$ cat src/rtl/alu_iter_divider_if.sv
// Request/response bundle for the iterative divide unit.
// master = requester (execute stage), slave = divider.
interface alu_iter_divider_if #(
  parameter int XLEN = 32
);
  // Both channels use plain valid/ready: a transfer happens on a rising clock
  // edge where valid and ready are both 1. The source holds its payload
  // steady while valid=1 and ready=0.
  logic            req_valid;
  logic            req_ready;
  logic [XLEN-1:0] operand_a;
  logic [XLEN-1:0] operand_b;
  logic [1:0]      div_op;
  logic            rsp_valid;
  logic            rsp_ready;
  logic [XLEN-1:0] result;
  logic            zero_flag;
  logic            sign_flag;
  logic            overflow_flag;
  logic            dbz_flag;

  modport master (
    output req_valid, operand_a, operand_b, div_op, rsp_ready,
    input  req_ready, rsp_valid, result, zero_flag, sign_flag,
           overflow_flag, dbz_flag
  );

  modport slave (
    input  req_valid, operand_a, operand_b, div_op, rsp_ready,
    output req_ready, rsp_valid, result, zero_flag, sign_flag,
           overflow_flag, dbz_flag
  );
endinterface

$ cat src/rtl/alu_iter_divider.sv
// Radix-2 restoring divider for RV32M DIV/DIVU/REM/REMU, one quotient bit per cycle.
// Optional macro DIV_EARLY_OUT_EN: divide-by-zero and signed overflow skip CALC.
module alu_iter_divider #(
  parameter int XLEN  = 32,
  parameter int CNT_W = 6
) (
  input  logic               clk,
  input  logic               rst_n,
  alu_iter_divider_if.slave  div_if,
  output logic [1:0]         dbg_state
);

  typedef enum logic [1:0] {
    S_IDLE = 2'd0,
    S_CALC = 2'd1,
    S_DONE = 2'd2
  } state_e;

  localparam logic [XLEN-1:0]  MIN_NEG = {1'b1, {(XLEN-1){1'b0}}};
  localparam logic [CNT_W-1:0] LAST    = CNT_W'(XLEN - 1);

  state_e            state_q, state_d;
  logic [CNT_W-1:0]  cnt_q, cnt_d;
  logic [XLEN-1:0]   rem_q, rem_d;
  logic [XLEN-1:0]   quo_q, quo_d;
  logic [XLEN-1:0]   dvs_q, dvs_d;
  logic              sel_rem_q, sel_rem_d;
  logic              qneg_q, qneg_d;
  logic              rneg_q, rneg_d;
  logic              dbz_q, dbz_d;
  logic              ovf_q, ovf_d;
  logic [XLEN-1:0]   result_q, result_d;
  logic              zero_q, zero_d;
  logic              sign_q, sign_d;
  logic              ovf_flag_q, ovf_flag_d;
  logic              dbz_flag_q, dbz_flag_d;

  logic              in_signed, a_neg, b_neg, in_dbz, in_ovf;
  logic [XLEN-1:0]   a_mag, b_mag;
  logic [XLEN:0]     rem_sh;
  logic              no_borrow;
  logic [XLEN-1:0]   diff, step_rem, step_quo;
  logic              fin_load, fin_dbz, fin_ovf;
  logic [XLEN-1:0]   fin_value;

  // Special cases are forced last so they win over the generic sign fix-up.
  function automatic logic [XLEN-1:0] fix_result(
    input logic [XLEN-1:0] quo,
    input logic [XLEN-1:0] rem,
    input logic            sel_rem,
    input logic            qneg,
    input logic            rneg,
    input logic            dbz,
    input logic            ovf
  );
    logic [XLEN-1:0] q;
    logic [XLEN-1:0] r;
    q = qneg ? -quo : quo;
    r = rneg ? -rem : rem;
    if (dbz) q = '1;
    if (ovf) begin
      q = MIN_NEG;
      r = '0;
    end
    return sel_rem ? r : q;
  endfunction

  // Signed magnitudes; |MIN_NEG| wraps to itself and is then read as unsigned.
  assign in_signed = ~div_if.div_op[0];
  assign a_neg     = in_signed & div_if.operand_a[XLEN-1];
  assign b_neg     = in_signed & div_if.operand_b[XLEN-1];
  assign a_mag     = a_neg ? -div_if.operand_a : div_if.operand_a;
  assign b_mag     = b_neg ? -div_if.operand_b : div_if.operand_b;
  assign in_dbz    = (div_if.operand_b == '0);
  assign in_ovf    = in_signed & (div_if.operand_a == MIN_NEG) & (div_if.operand_b == '1);

  // Shifted partial remainder needs XLEN+1 bits; after a successful subtract it fits XLEN.
  assign rem_sh    = {rem_q, quo_q[XLEN-1]};
  assign no_borrow = (rem_sh >= {1'b0, dvs_q});
  assign diff      = rem_sh[XLEN-1:0] - dvs_q;
  assign step_rem  = no_borrow ? diff : rem_sh[XLEN-1:0];
  assign step_quo  = {quo_q[XLEN-2:0], no_borrow};

  always_ff @(posedge clk or negedge rst_n) begin
    if (!rst_n) begin
      state_q    <= S_IDLE;
      cnt_q      <= '0;
      rem_q      <= '0;
      quo_q      <= '0;
      dvs_q      <= '0;
      sel_rem_q  <= 1'b0;
      qneg_q     <= 1'b0;
      rneg_q     <= 1'b0;
      dbz_q      <= 1'b0;
      ovf_q      <= 1'b0;
      result_q   <= '0;
      zero_q     <= 1'b0;
      sign_q     <= 1'b0;
      ovf_flag_q <= 1'b0;
      dbz_flag_q <= 1'b0;
    end else begin
      state_q    <= state_d;
      cnt_q      <= cnt_d;
      rem_q      <= rem_d;
      quo_q      <= quo_d;
      dvs_q      <= dvs_d;
      sel_rem_q  <= sel_rem_d;
      qneg_q     <= qneg_d;
      rneg_q     <= rneg_d;
      dbz_q      <= dbz_d;
      ovf_q      <= ovf_d;
      result_q   <= result_d;
      zero_q     <= zero_d;
      sign_q     <= sign_d;
      ovf_flag_q <= ovf_flag_d;
      dbz_flag_q <= dbz_flag_d;
    end
  end

  always_comb begin
    state_d    = state_q;
    cnt_d      = cnt_q;
    rem_d      = rem_q;
    quo_d      = quo_q;
    dvs_d      = dvs_q;
    sel_rem_d  = sel_rem_q;
    qneg_d     = qneg_q;
    rneg_d     = rneg_q;
    dbz_d      = dbz_q;
    ovf_d      = ovf_q;
    result_d   = result_q;
    zero_d     = zero_q;
    sign_d     = sign_q;
    ovf_flag_d = ovf_flag_q;
    dbz_flag_d = dbz_flag_q;
    fin_load   = 1'b0;
    fin_value  = '0;
    fin_dbz    = 1'b0;
    fin_ovf    = 1'b0;

    case (state_q)
      S_IDLE: begin
        if (div_if.req_valid) begin
          sel_rem_d = div_if.div_op[1];
          qneg_d    = a_neg ^ b_neg;
          rneg_d    = a_neg;
          dbz_d     = in_dbz;
          ovf_d     = in_ovf;
          rem_d     = '0;
          quo_d     = a_mag;
          dvs_d     = b_mag;
          cnt_d     = '0;
          state_d   = S_CALC;
`ifdef DIV_EARLY_OUT_EN
          if (in_dbz || in_ovf) begin
            fin_load  = 1'b1;
            fin_value = fix_result(a_mag, a_mag, div_if.div_op[1], a_neg ^ b_neg,
                                   a_neg, in_dbz, in_ovf);
            fin_dbz   = in_dbz;
            fin_ovf   = in_ovf;
            state_d   = S_DONE;
          end
`endif
        end
      end
      S_CALC: begin
        rem_d = step_rem;
        quo_d = step_quo;
        cnt_d = cnt_q + 1'b1;
        if (cnt_q == LAST) begin
          fin_load  = 1'b1;
          fin_value = fix_result(step_quo, step_rem, sel_rem_q, qneg_q, rneg_q,
                                 dbz_q, ovf_q);
          fin_dbz   = dbz_q;
          fin_ovf   = ovf_q;
          state_d   = S_DONE;
        end
      end
      S_DONE: begin
        if (div_if.rsp_ready) state_d = S_IDLE;
      end
      default: state_d = S_IDLE;
    endcase

    // Result and flags only change when an operation completes.
    if (fin_load) begin
      result_d   = fin_value;
      zero_d     = (fin_value == '0);
      sign_d     = fin_value[XLEN-1];
      ovf_flag_d = fin_ovf;
      dbz_flag_d = fin_dbz;
    end
  end

  assign div_if.req_ready     = (state_q == S_IDLE);
  assign div_if.rsp_valid     = (state_q == S_DONE);
  assign div_if.result        = result_q;
  assign div_if.zero_flag     = zero_q;
  assign div_if.sign_flag     = sign_q;
  assign div_if.overflow_flag = ovf_flag_q;
  assign div_if.dbz_flag      = dbz_flag_q;
  assign dbg_state            = state_q;

endmodule

$ cat src/flat_wrapper.sv
// flat-port wrapper written by rule: the top's interface ports become plain ports
module alu_iter_divider_flat 
#(
  parameter int XLEN  = 32,
  parameter int CNT_W = 6
)
  (clk, rst_n, dbg_state, div_if_req_valid, div_if_operand_a, div_if_operand_b, div_if_div_op, div_if_rsp_ready, div_if_req_ready, div_if_rsp_valid, div_if_result, div_if_zero_flag, div_if_sign_flag, div_if_overflow_flag, div_if_dbz_flag);
  alu_iter_divider_if #(.XLEN(XLEN)) div_if_i ();
  input  logic clk;
  input  logic rst_n;
  output logic [1:0] dbg_state;
  input wire logic [$bits(div_if_i.req_valid)-1:0] div_if_req_valid;
  input wire logic [$bits(div_if_i.operand_a)-1:0] div_if_operand_a;
  input wire logic [$bits(div_if_i.operand_b)-1:0] div_if_operand_b;
  input wire logic [$bits(div_if_i.div_op)-1:0] div_if_div_op;
  input wire logic [$bits(div_if_i.rsp_ready)-1:0] div_if_rsp_ready;
  output wire logic [$bits(div_if_i.req_ready)-1:0] div_if_req_ready;
  output wire logic [$bits(div_if_i.rsp_valid)-1:0] div_if_rsp_valid;
  output wire logic [$bits(div_if_i.result)-1:0] div_if_result;
  output wire logic [$bits(div_if_i.zero_flag)-1:0] div_if_zero_flag;
  output wire logic [$bits(div_if_i.sign_flag)-1:0] div_if_sign_flag;
  output wire logic [$bits(div_if_i.overflow_flag)-1:0] div_if_overflow_flag;
  output wire logic [$bits(div_if_i.dbz_flag)-1:0] div_if_dbz_flag;
  assign div_if_i.req_valid = div_if_req_valid;
  assign div_if_i.operand_a = div_if_operand_a;
  assign div_if_i.operand_b = div_if_operand_b;
  assign div_if_i.div_op = div_if_div_op;
  assign div_if_i.rsp_ready = div_if_rsp_ready;
  assign div_if_req_ready = div_if_i.req_ready;
  assign div_if_rsp_valid = div_if_i.rsp_valid;
  assign div_if_result = div_if_i.result;
  assign div_if_zero_flag = div_if_i.zero_flag;
  assign div_if_sign_flag = div_if_i.sign_flag;
  assign div_if_overflow_flag = div_if_i.overflow_flag;
  assign div_if_dbz_flag = div_if_i.dbz_flag;
  alu_iter_divider #(.XLEN(XLEN), .CNT_W(CNT_W)) u_core (.clk(clk), .rst_n(rst_n), .div_if(div_if_i), .dbg_state(dbg_state));
endmodule
$ cat config.mk
export PLATFORM = sky130hd
export DESIGN_NAME = alu_iter_divider_flat
export DESIGN_NICKNAME = d
export VERILOG_FILES = /design/src/rtl/alu_iter_divider_if.sv /design/src/rtl/alu_iter_divider.sv /design/src/flat_wrapper.sv
export SDC_FILE = /design/constraint.sdc
export NUM_CORES = 1
export LEC_CHECK = 0
export ABC_CLOCK_PERIOD_IN_PS = 8900
export CORE_AREA = 2 2 158 160
export DETAILED_ROUTE_END_ITERATION = 16
export DIE_AREA = 0 0 160 162
export MAX_ROUTING_LAYER = met4
export PLACE_DENSITY = 0.7
export SKIP_CTS_REPAIR_TIMING = 1
export SLEW_MARGIN = 30
export SYNTH_ARGS = -nofsm -noshare
export SYNTH_HDL_FRONTEND = slang
export SYNTH_SLANG_ARGS = --single-unit
$ cat constraint.sdc
create_clock -name clk -period 8.9 [get_ports clk]
set_input_delay 0.89 -clock clk [delete_from_list [all_inputs] [get_ports clk]]
set_output_delay 0.89 -clock clk [all_outputs]
set_load 0.03 [all_outputs]
==> reports/qor.txt <==
Die Area: 25900 um^2
Fin cells: 1872
Core Area: 24100 um^2
Post-synth ARST share: 100%
Peak Freq: 159 MHz
MaxCap Viol Count: 0
Number of port buffers: 109
Final ANT Viol Nets: 0
DR iter-0 viols: 1208
WL/cell: 21.7 um
Die X: 160 um
Synth Cell Area: 12000 um^2
I/O pin total: 110
Yosys cell types: 90
RePlAce Congestion: 0.981
Hpwl dp: 31100 um
Fillers: 2329
Relative slew slack: 37.9%
Die Ht: 162 um
CTS tree: yes
Total Routing Usage GR: 32.4%
Critical Path RT: 9.27 ns
Pin count of the biggest net entering global routing: 91
Share of the synthesized area in the top cell type: 30.1%
Synth Register Bits: 144
Most frequent cells in the layout: o21ai_0, nand2_1, dfrtp_1
Net count after synthesis: 1600
Slew Limit Fails: 0
Vias in the first global route: 11302
Layout area overhead: 15.0%
Final worst-path cycle share: 70.6%
Synth Instances: 1491
Post-synth top flop: dfrtp_1
Yosys Warn Count: 0
Routed vias/inst: 6.43
Clock latency on the worst-skew pair: 0.44 ns
Clock Pin Slew Worst Setup and Hold Paths: 0.07 ns
Register area share after synthesis: 30.1%
Worst-Margin Slew: 0.909 ns
Placed insts: 1842
Commonest non-fill, non-tap cell in the layout: o21ai_0
H-tree levels: 4
Final setup violation count: 0
Utilization after layout: 57.0%
Final TNS setup: 0 ns
Via count: 12038
GRT overflow: 0
Crit Path Class: reg -> reg
R2r setup slk: 2.61 ns
Critical path launch point type: flop
Critical path peak fanout: 22
First-pass GRT wire length: 64400 um
# DRC: 0
DR pass1 iterations: 6
Sink Count: 144
Final Hold Vio Count: 0
Hold crit path type: in -> async
Avg Cell Area, Syn: 8.02 um^2
Final min period: 6.29 ns
R2r startpoint: u_core.rem_q[18]
Initial Util: 49.6%
Post-synth EDFFs: 0
Outcome: completed
RSZ-0062 raised after global routing: false
Initial antenna violation count: 1
Cell Rows: 57
Final net count: 1646
CTS buffer count: 17
Maximum root-to-sink buffer count: 2
Root Buffer: clkbuf_16
Synth area leaders: dfrtp_1, o21ai_0, xor2_1, xnor2_1, nand2_1
CP arrival: 6.65 ns
WL final: 40600 um
Critical path endpoint category: flop
Layout cells sized above 1: 6.33%
Area leader, netlist: dfrtp_1
Final clock skew: 0.0157 ns
Crit path from: u_core.rem_q[18]
[Yosys cell counts, types with 7 or more instances]
master    count
a211oi_1     12
a21o_1       28
a21oi_1      72
a221oi_1     12
a22oi_1      33
a31oi_1      15
buf_1         8
buf_2        15
clkbuf_1     69
dfrtp_1     144
ha_1         38
inv_1        53
mux2i_1      26
nand2_1     149
nand2b_1     10
nand3_1      72
nand4_1      26
nor2_1       83
nor2b_1       8
nor3_1       38
nor4_1       23
o211ai_1     16
o21ai_0     166
o221ai_1      7
o31ai_1      29
o41ai_1      16
or2_2        13
or3_1        25
or4_1        15
xnor2_1      64
xor2_1       66
[kinds of logic (layout without fill, tap and decap cells)]
kind of cell	Yosys count	after routing	share of synthesized area (%)
compound gates	493	493	27.2
xor+xnor	130	130	9.52
fa+ha+maj	39	39	4.14
buf+inv	153	209	5.21
flops	144	144	30.1
mux	29	29	2.55
other cells	0	1	0
simple gates	503	503	21.2
[worst max-delay path, stage by stage (launching register included)]
cell and delay, ns:
dfrtp_1 0.45, ha_1 0.45, and3_4 0.24, nor3b_2 0.17, and2_4 0.15, or3b_4 0.38, o31ai_2 0.24, buf_4 0.31
nand2_2 0.10, inv_2 0.31, ha_1 0.27, nand2_1 0.15, or4_1 0.52, o41ai_1 0.37, xor2_1 0.19, a21oi_1 0.12
o21a_1 0.23, a311oi_1 0.25, nand3_1 0.10, or4b_2 0.67, nor4_1 0.30, nand4_1 0.13, nand2_1 0.08
[routing by layer]
metal  up-vias  track usage (%)  wire [um]
met5         -                -          0
met1      5787             44.3      17900
met3        95             4.34       2830
met4         0             11.9       1480
met2       531             49.4      18400
li1       5625                -          -
[final cells by class]
type	count	area (um^2)	area share, %
Multi-Input combinational cell	1194	7760	56.4
Clock buffer	17	425	3.09
Antenna cell	1	2.50	0.0182
Sequential cell	144	3600	26.2
Clock inverter	12	136	0.992
Tap cell	324	405	2.95
Inverter	55	206	1.50
Timing Repair Buffer	125	1220	8.84
[state kept, by name, summed over array words and instances, names as in the netlist]
signal	flops
u_core.dvs_q	32
u_core.quo_q	32
u_core.rem_q	32
u_core.div_if.result	31
u_core.cnt_q	6
u_core.dbg_state	2
u_core.dbz_q	1
u_core.div_if.dbz_flag	1
u_core.div_if.overflow_flag	1
u_core.div_if.sign_flag	1
u_core.div_if.zero_flag	1
u_core.ovf_q	1
u_core.qneg_q	1
u_core.rneg_q	1
u_core.sel_rem_q	1
[worst paths after layout]
| path | end | depth (start not counted) |
|---|---|---|
| setup / recovery | u_core.div_if.zero_flag | 22 |
| hold / removal | u_core.dvs_q[21] | 1 |
| setup reg to reg | u_core.div_if.zero_flag | 22 |
| hold reg to reg | u_core.div_if.result[23] | 2 |
| max in group asynchronous | u_core.quo_q[3] | 2 |
| min in group clk | u_core.div_if.result[23] | 2 |
[per-stage QoR]
stage	cell area, um^2	setup slack, ns	hold slack, ns
detailed placement	13200	2.81	0.464
global route	13800	2.28	0.494
floorplan	12000	3.26	0.446
global placement	13200	2.94	0.459
finish	13800	2.61	0.470
CTS	13700	2.77	0.480
Power is left out: the tool's default activity adds up to more than one toggle a clock period on the data nets, which glitch-free logic cannot reach.
